--- config.mk ---
export PLATFORM = sky130hd
export DESIGN_NAME = operand_loader
export DESIGN_NICKNAME = d
export VERILOG_FILES = /design/src/rtl/operand_loader_pkg.sv /design/src/rtl/operand_loader_btn_debounce.sv /design/src/rtl/operand_loader.sv
export SDC_FILE = /design/constraint.sdc
export NUM_CORES = 1
export LEC_CHECK = 0
export ABC_AREA = 1
export CORE_UTILIZATION = 45
export CTS_CLUSTER_SIZE = 40
export DETAILED_ROUTE_END_ITERATION = 12
export PLACE_DENSITY = 0.9
export SYNTH_ARGS = -nofsm -noshare
export SYNTH_HDL_FRONTEND = slang
export SYNTH_SLANG_ARGS = --single-unit
export TNS_END_PERCENT = 50
--- constraint.sdc ---
create_clock -name clk -period 1.9 [get_ports clk]
set_input_delay 0.285 -clock clk [delete_from_list [all_inputs] [get_ports clk]]
set_output_delay 0.285 -clock clk [all_outputs]
set_load 0.02 [all_outputs]
--- src/rtl/operand_loader_pkg.sv ---
// Shared ALU front-end definitions: data widths, loader FSM encoding and
// the switch-to-operand sign extension.
package operand_loader_pkg;

    localparam int OPERAND_W = 32;
    localparam int SW_W      = 8;
    localparam int OP_W      = 3;

    // Encodings are visible on the board LEDs, so they are pinned explicitly.
    typedef enum logic [1:0] {
        GET_A = 2'd0,
        GET_B = 2'd1,
        ISSUE = 2'd2,
        HOLD  = 2'd3
    } loader_state_e;

    function automatic logic [OPERAND_W-1:0] sign_extend(input logic [SW_W-1:0] v);
        return {{(OPERAND_W-SW_W){v[SW_W-1]}}, v};
    endfunction

endpackage

--- src/rtl/operand_loader_btn_debounce.sv ---
// Push-button conditioner: synchronizer chain, stability counter and a
// one-cycle rising-edge pulse on the debounced level.
module btn_debounce #(
    parameter int DEBOUNCE_CYCLES = 1000000,
    parameter int SYNC_STAGES     = 2
) (
    input  logic clk,
    input  logic rst,
    input  logic btn_raw,
    output logic press
);

    localparam int              CNT_W    = $clog2(DEBOUNCE_CYCLES);
    localparam logic [CNT_W-1:0] CNT_LAST = CNT_W'(DEBOUNCE_CYCLES - 1);

    logic [SYNC_STAGES-1:0] r_sync;
    logic [CNT_W-1:0]       r_cnt;
    logic                   r_level;
    logic                   r_press;

    logic w_synced;
    logic w_differ;
    logic w_toggle;

    assign w_synced = r_sync[SYNC_STAGES-1];
    assign w_differ = (w_synced != r_level);
    assign w_toggle = w_differ && (r_cnt == CNT_LAST);
    assign press    = r_press;

    always_ff @(posedge clk) begin
        if (rst) begin
            r_sync  <= '0;
            r_cnt   <= '0;
            r_level <= 1'b0;
            r_press <= 1'b0;
        end else begin
            // NOTE: every flop here uses <=, so each stage samples its
            // predecessor's pre-edge value and the chain really is SYNC_STAGES deep.
            r_sync[0] <= btn_raw;
            for (int i = 1; i < SYNC_STAGES; i++) begin
                r_sync[i] <= r_sync[i-1];
            end

            // Any agreeing cycle restarts the stability window.
            if (!w_differ || w_toggle) begin
                r_cnt <= '0;
            end else begin
                r_cnt <= r_cnt + 1'b1;
            end

            if (w_toggle) begin
                r_level <= ~r_level;
            end
            r_press <= w_toggle && !r_level;
        end
    end

endmodule

--- src/rtl/operand_loader.sv ---
// Collects operand A, operand B and the opcode from board switches, one
// debounced button press per step, then issues them to the ALU.
module operand_loader
    import operand_loader_pkg::*;
#(
    parameter int DEBOUNCE_CYCLES = 1000000,
    parameter int SYNC_STAGES     = 2
) (
    input  logic                 clk,
    input  logic                 rst,
    input  logic                 btn,
    input  logic [SW_W-1:0]      sw,
    input  logic [OP_W-1:0]      op_sw,
    output logic [OPERAND_W-1:0] a_out,
    output logic [OPERAND_W-1:0] b_out,
    output logic [OP_W-1:0]      op_out,
    output logic                 valid,
    output logic [1:0]           state_led
);

    logic w_press;
    logic w_cap_a;
    logic w_cap_b;

    loader_state_e r_state;
    loader_state_e w_next_state;

    logic [OPERAND_W-1:0] r_a;
    logic [OPERAND_W-1:0] r_b;
    logic [OP_W-1:0]      r_op;

    btn_debounce #(
        .DEBOUNCE_CYCLES (DEBOUNCE_CYCLES),
        .SYNC_STAGES     (SYNC_STAGES)
    ) u_debounce (
        .clk     (clk),
        .rst     (rst),
        .btn_raw (btn),
        .press   (w_press)
    );

    always_comb begin
        // NOTE: defaults first so no path through the case leaves a
        // signal unassigned, which would otherwise infer a latch.
        w_next_state = r_state;
        w_cap_a      = 1'b0;
        w_cap_b      = 1'b0;
        case (r_state)
            GET_A, HOLD: if (w_press) begin
                w_cap_a      = 1'b1;
                w_next_state = GET_B;
            end
            GET_B: if (w_press) begin
                w_cap_b      = 1'b1;
                w_next_state = ISSUE;
            end
            ISSUE:   w_next_state = HOLD;
            default: w_next_state = GET_A;
        endcase
    end

    always_ff @(posedge clk) begin
        if (rst) begin
            r_state <= GET_A;
        end else begin
            r_state <= w_next_state;
        end
    end

    // B and the opcode deliberately survive a re-load of A from HOLD.
    always_ff @(posedge clk) begin
        if (rst) begin
            r_a  <= '0;
            r_b  <= '0;
            r_op <= '0;
        end else begin
            if (w_cap_a) begin
                r_a <= sign_extend(sw);
            end
            if (w_cap_b) begin
                r_b  <= sign_extend(sw);
                r_op <= op_sw;
            end
        end
    end

    assign a_out     = r_a;
    assign b_out     = r_b;
    assign op_out    = r_op;
    assign valid     = (r_state == ISSUE);
    assign state_led = r_state;

endmodule
After elaboration in Yosys (flattened, before gate mapping):

Cells that the tools add are included.

* bits of input ports: 14
* word-level logic and storage cells: 32
* memories: 0
* register bits after elaboration: 45
* latch bits: 0
* memory bits (writable): 0
* bits in read-only memories: 0
* output and inout bits: 70

* mux-type cells: 6
* bitwise gates (word level): 1
* divide/modulo/power cells: 0
* $lt $le $gt $ge: 0
* add/sub/neg operators: 1
* $mul: 0
* equality and inequality tests: 7
* reduce and logical (&&, ||, !) cells: 9
* shift operators: 0

Operators with widths (count)
* $add A20 B1 Y20 const B: 1
* $eq A20 B20 Y1 const B: 1
* $pmux W2 S3: 1
* $eq A2 B2 Y1 const B: 2
* $mux W2: 2
* $ne A2 B1 Y1 const B: 2
* $reduce_or A2 Y1: 2
* $mux W1: 3
* $eq A2 B1 Y1 const B: 1
* $logic_and A1 B1 Y1: 2
* $logic_not A1 Y1: 2
* $logic_not A2 Y1: 1
* $reduce_and A2 Y1: 1
* $logic_or A1 B1 Y1: 1
* $ne A1 B1 Y1: 1
* $not A1 Y1: 1

Logic depth before layout (Yosys ltp):

* depth in word-level cells: 4
* gate-level depth with buffers: 9
* gate-level depth less buffers: 9

By module:

From an unflattened synthesis, not the netlist that was laid out.

* cells, all modules: 330
* area, all modules: 2406.1 µm²

Modules (own cells, without submodules)
* btn_debounce: sequential area each 480.5 µm², times used 1, area each 1271.2 µm², cells each 180
* operand_loader: sequential area each 420.4 µm², times used 1, area each 1134.8 µm², cells each 150

Worst setup path after synthesis:

Ideal clock, no wire load.

* path kind: reg-to-reg
* start point: reg r_state[0] (netlist: state_led[0])
* end point: reg, netlist name a_out[7]
* path buffers: 0
* library setup time: 0.116 ns
* slack: 0.515 ns
* stages on the path, launching flop included: 7
* data arrival time: 1.269 ns
* data required time: 1.784 ns
* period minus slack after synthesis: 1.385 ns
* path through: dfxtp_1 inv_1 ha_1 nand2_1 inv_1 nor2_1 nor2_1

* longest elaborated chain between the ends: 3
* elaborated cells on any way between the ends: 4
* those cells by class: 1 x eq/ne; 1 x mux; 2 x reduce/logical

RTL lines
* from (decl): RTL line operand_loader.sv:25 `loader_state_e r_state;`
* from (signal assigned): RTL line operand_loader.sv:66 `r_state <= w_next_state;`
* $eq A2 B2 Y1 or $logic_not A2 Y1 (tied branches): RTL line operand_loader.sv:48 `case (r_state)`
* $reduce_or A2 Y1 (*): RTL line operand_loader.sv:48
* $mux W1 (*): RTL line operand_loader.sv:48

Every way passes the cells marked *; elsewhere a longest branch is shown, timed or not.
A chain may end at the register's enable or synchronous reset.

Worst setup path after layout:

* start point: reg, netlist name b_out[7]
* end point: out b_out[17]

RTL lines
* to (decl): RTL line operand_loader.sv:15 `output logic [OPERAND_W-1:0] b_out,`

No word-level cell between the ends.

==> flow_metrics.py <==
metrics = {
    "run": {
        "max-cap-violations": 0,
    },
    "timing": {
        "final_hold_viol_count": 0,
        "finalSetupViolCount": 0,
        "slew_violations": 0,
        "finClkSkew_ns": 0.009030,
        "period_minus_slack_ns": 1.827,
        "min_period_over_period_pct": 96.15,
        "headroom_to_the_max_slew_limit_pct": 71.91,
        "tns_ns": 0,
        "setup_repair_after_global_routing_missed_its_margin": "no",
        "worst_pin_slew_ns": 0.4199,
        "layout_setup_ws_ns": 0.07315,
        "worst_hold_slack_ns": 0.4178,
        "highest_clock_frequency_the_design_can_meet_mhz": 547.4,
    },
    "layout": {
        "drive_gt1_share_pct": 9.677,
        "finalNetCount": 388,
        "final_core_utilization_pct": 59.76,
        "postLayoutCellArea_um2": 3072,
        "area_growth_syn_to_layout_pct": 27.07,
        "n_antenna_cell": 0,
        "final_cells": 442,
    },
    "floorplan": {
        "design.die.area_um2": 5669,
        "initial_standard_cell_utilization_of_the_core_pct": 47.03,
        "chip_width_um": 75.29,
        "top_level_ports": 84,
        "core-area_um2": 5140,
        "num_rows": 26,
        "chipHeight_um": 75.29,
    },
    "hold_path": {
        "hold_wc_path_type": "flip-flop to flip-flop",
        "hp-start": "u_debounce.r_sync[0]",
        "hold-path-cell-count": 2,
        "hold_end": "u_debounce.r_sync[1]",
    },
    "detailed_routing": {
        "route.vias.total": 2100,
        "post-route-drc-count": 0,
        "drt_iter0_markers": 110,
        "wirelength_um": 5191,
        "detail_route.vias_per_cell": 4.751,
        "antenna_violating_nets_post_route": 0,
        "drt-wirelength-per-cell_um": 11.74,
        "drtPass1Iterations": 4,
    },
    "run_status": {
        "outcome": "complete, no violations",
    },
    "synth": {
        "synthesis.yosys.warnings": 0,
        "yosysSeqAreaShare_pct": 37.27,
        "postSynth.asyncResetShare_pct": 0,
        "ys_top_cells_by_count": "81 x sky130_fd_sc_hd__nor2_1, 48 x sky130_fd_sc_hd__buf_4, 45 x sky130_fd_sc_hd__dfxtp_1, 43 x sky130_fd_sc_hd__nand2_1, 25 x sky130_fd_sc_hd__inv_1",
        "synth.area.mux_share_pct": 0,
        "synth_compound_gate_area_share_pct": 7.195,
        "synth_top_area_share_pct": 37.27,
        "post_synth_inst_count": 331,
        "yosys_most_used_dff": "sky130_fd_sc_hd__dfxtp_1",
        "postSynthNetCount": 348,
        "synth.cell_area_um2": 2417,
        "postSynthRegisterBits": 45,
        "synth.most_common_cell": "sky130_fd_sc_hd__nor2_1",
        "synthXorXnorAreaFrac_pct": 3.986,
        "average_footprint_of_a_synthesized_cell_um2": 7.303,
        "post_synth_main_area_contributors": "sky130_fd_sc_hd__dfxtp_1 37%, sky130_fd_sc_hd__buf_4 15%, sky130_fd_sc_hd__nor2_1 13%",
        "synth_area_leader_cell": "sky130_fd_sc_hd__dfxtp_1",
        "synth_top_family_by_area": "simple AND/OR/NAND/NOR gates",
        "synth-edff-count": 0,
        "simple_gate_share_of_the_synthesized_area_pct": 29.35,
        "synth_fa_ha_area_share_pct": 1.553,
        "synthDistinctLibCells": 25,
    },
    "pwr": {
        "p_leak_nw": 1.111,
        "power_density_nw_per_um2": 524.8,
        "power.total_mw": 1.612,
        "vdd_drop_max_v": 0.0003348,
    },
    "cts": {
        "tritoncts_clock_tree": "yes",
        "cts-htree-levels": 2,
        "cts_hold_buffers": 0,
        "max-clock-path-buffers": 2,
        "cts_inserted_buffers": 5,
        "post-cts-setup-buffer-count": 0,
        "cts_root_buffer": "sky130_fd_sc_hd__clkbuf_8",
        "cts.sink_count": 45,
        "clock_insertion_delay_worst_skew_ns": 0.30,
        "clk_pin_slew_ns": 0.09,
    },
    "grt": {
        "first_global_vias": 1833,
        "pin_count_of_the_biggest_net_entering_global_routing": 27,
        "global_route_wire_length_before_repair_um": 8086,
        "track_usage_pct": 18.63,
        "grt_antenna_before_repair": 0,
        "grt-ovfl-total": 0,
    },
    "worst_setup_path": {
        "timing.critical_path.arrival_ns": 1.54,
        "worstPathMaxFanout": 25,
        "rr_worst_depth": 6,
        "worst-endpoint-required_ns": 1.62,
        "timing.setup.critical_path_class": "flip-flop to output pin",
        "reg2reg_slack_ns": 0.22,
        "worst_r2r_src": "u_debounce.r_cnt[0]",
        "r2r_end": "u_debounce.r_cnt[12]",
        "startpoint_type": "flip-flop",
        "critPathCaptureType": "output pin",
    },
    "placement": {
        "dp.cells": 434,
        "post_dp_cell_area_um2": 2968,
        "finalWeightedCongestion": 0.8615,
        "place.detailed.hpwl_um": 4111,
        "io_buffers": 83,
        "minimum_setup_slack_after_placement_ns": 0.2630,
    },
}
-- sequential cells by signal, indices dropped and copies added (netlist names) --
name / cells
a_out: 8
b_out: 8
op_out: 3
state_led: 2
u_debounce.press: 1
u_debounce.r_cnt: 20
u_debounce.r_level: 1
u_debounce.r_sync: 2
-- where the power goes --
group          internal (mW)  switching [mW]  total, mW
combinational         0.0312          0.0248     0.0559
clock                  0.265           0.344      0.609
sequential             0.945         0.00198      0.947
total                   1.24           0.371       1.61
-- worst max-delay path, cell delays in order (launching register included) --
cell	delay, ns
sky130_fd_sc_hd__dfxtp_1	0.33
sky130_fd_sc_hd__buf_4	0.23
sky130_fd_sc_hd__clkdlybuf4s50_1	0.67
-- logic make-up (layout without fill, tap and decap cells) --
| kind of cell | count (synthesis) | in the layout |
|---|---|---|
| AOI/OAI and AO/OA | 31 | 31 |
| xor gates and xnor gates | 11 | 11 |
| adders and majority gates | 3 | 3 |
| buffers and inverters | 81 | 122 |
| DFF | 45 | 45 |
| and+or+nand+nor | 160 | 160 |
-- layer usage --
metal  wire, µm  up-vias  GRT usage, %
met5          0        -             0
met4        104        0         6.790
met3        346        9         3.704
met2       2547      101         33.93
met1       2193      930         21.64
li1           -     1060             -
-- placed cells by master (no fill, tap or decap), types with 9 or more instances in the layout --
| cell type | count |
|---|---|
| sky130_fd_sc_hd__nor2_1 | 81 |
| sky130_fd_sc_hd__clkdlybuf4s50_1 | 79 |
| sky130_fd_sc_hd__dfxtp_1 | 45 |
| sky130_fd_sc_hd__nand2_1 | 43 |
| sky130_fd_sc_hd__inv_1 | 25 |
| sky130_fd_sc_hd__o21ai_0 | 21 |
| sky130_fd_sc_hd__nand3_1 | 11 |
| sky130_fd_sc_hd__xor2_1 | 9 |
-- what timing repair did --
item | in CTS | in global routing
setup endpoints to repair | 0 | 8
hold endpoints to repair | 0 | 0
resized for setup | 0 | 4
-- how the worst max path moves through the flow --
stage | start | end | slack (ns) | cells past startpoint
2_1_floorplan | state_led[0] | a_out[7] | 0.51 | 6
4_1_cts | a_out[7] | a_out[15] | 0.05 | 2
3_5_place_dp | u_debounce.r_cnt[0] | u_debounce.r_cnt[12] | 0.26 | 6
5_1_grt | a_out[7] | a_out[30] | 0.004 | 2
6_report | b_out[7] | b_out[17] | 0.07 | 2
3_3_place_gp | rst | u_debounce.r_cnt[9] | 0.32 | 5
-- cell type report --
cell class	instances	area, µm²
fill	465	2068
clock buffer	5	68.82
timing repair buffer	87	870.8
multi-input combinational	205	1017
inverter	27	101.3
sequential	45	900.9
tap	70	87.58
clock inverter	3	25.02
(Power assumes the default switching activity.)
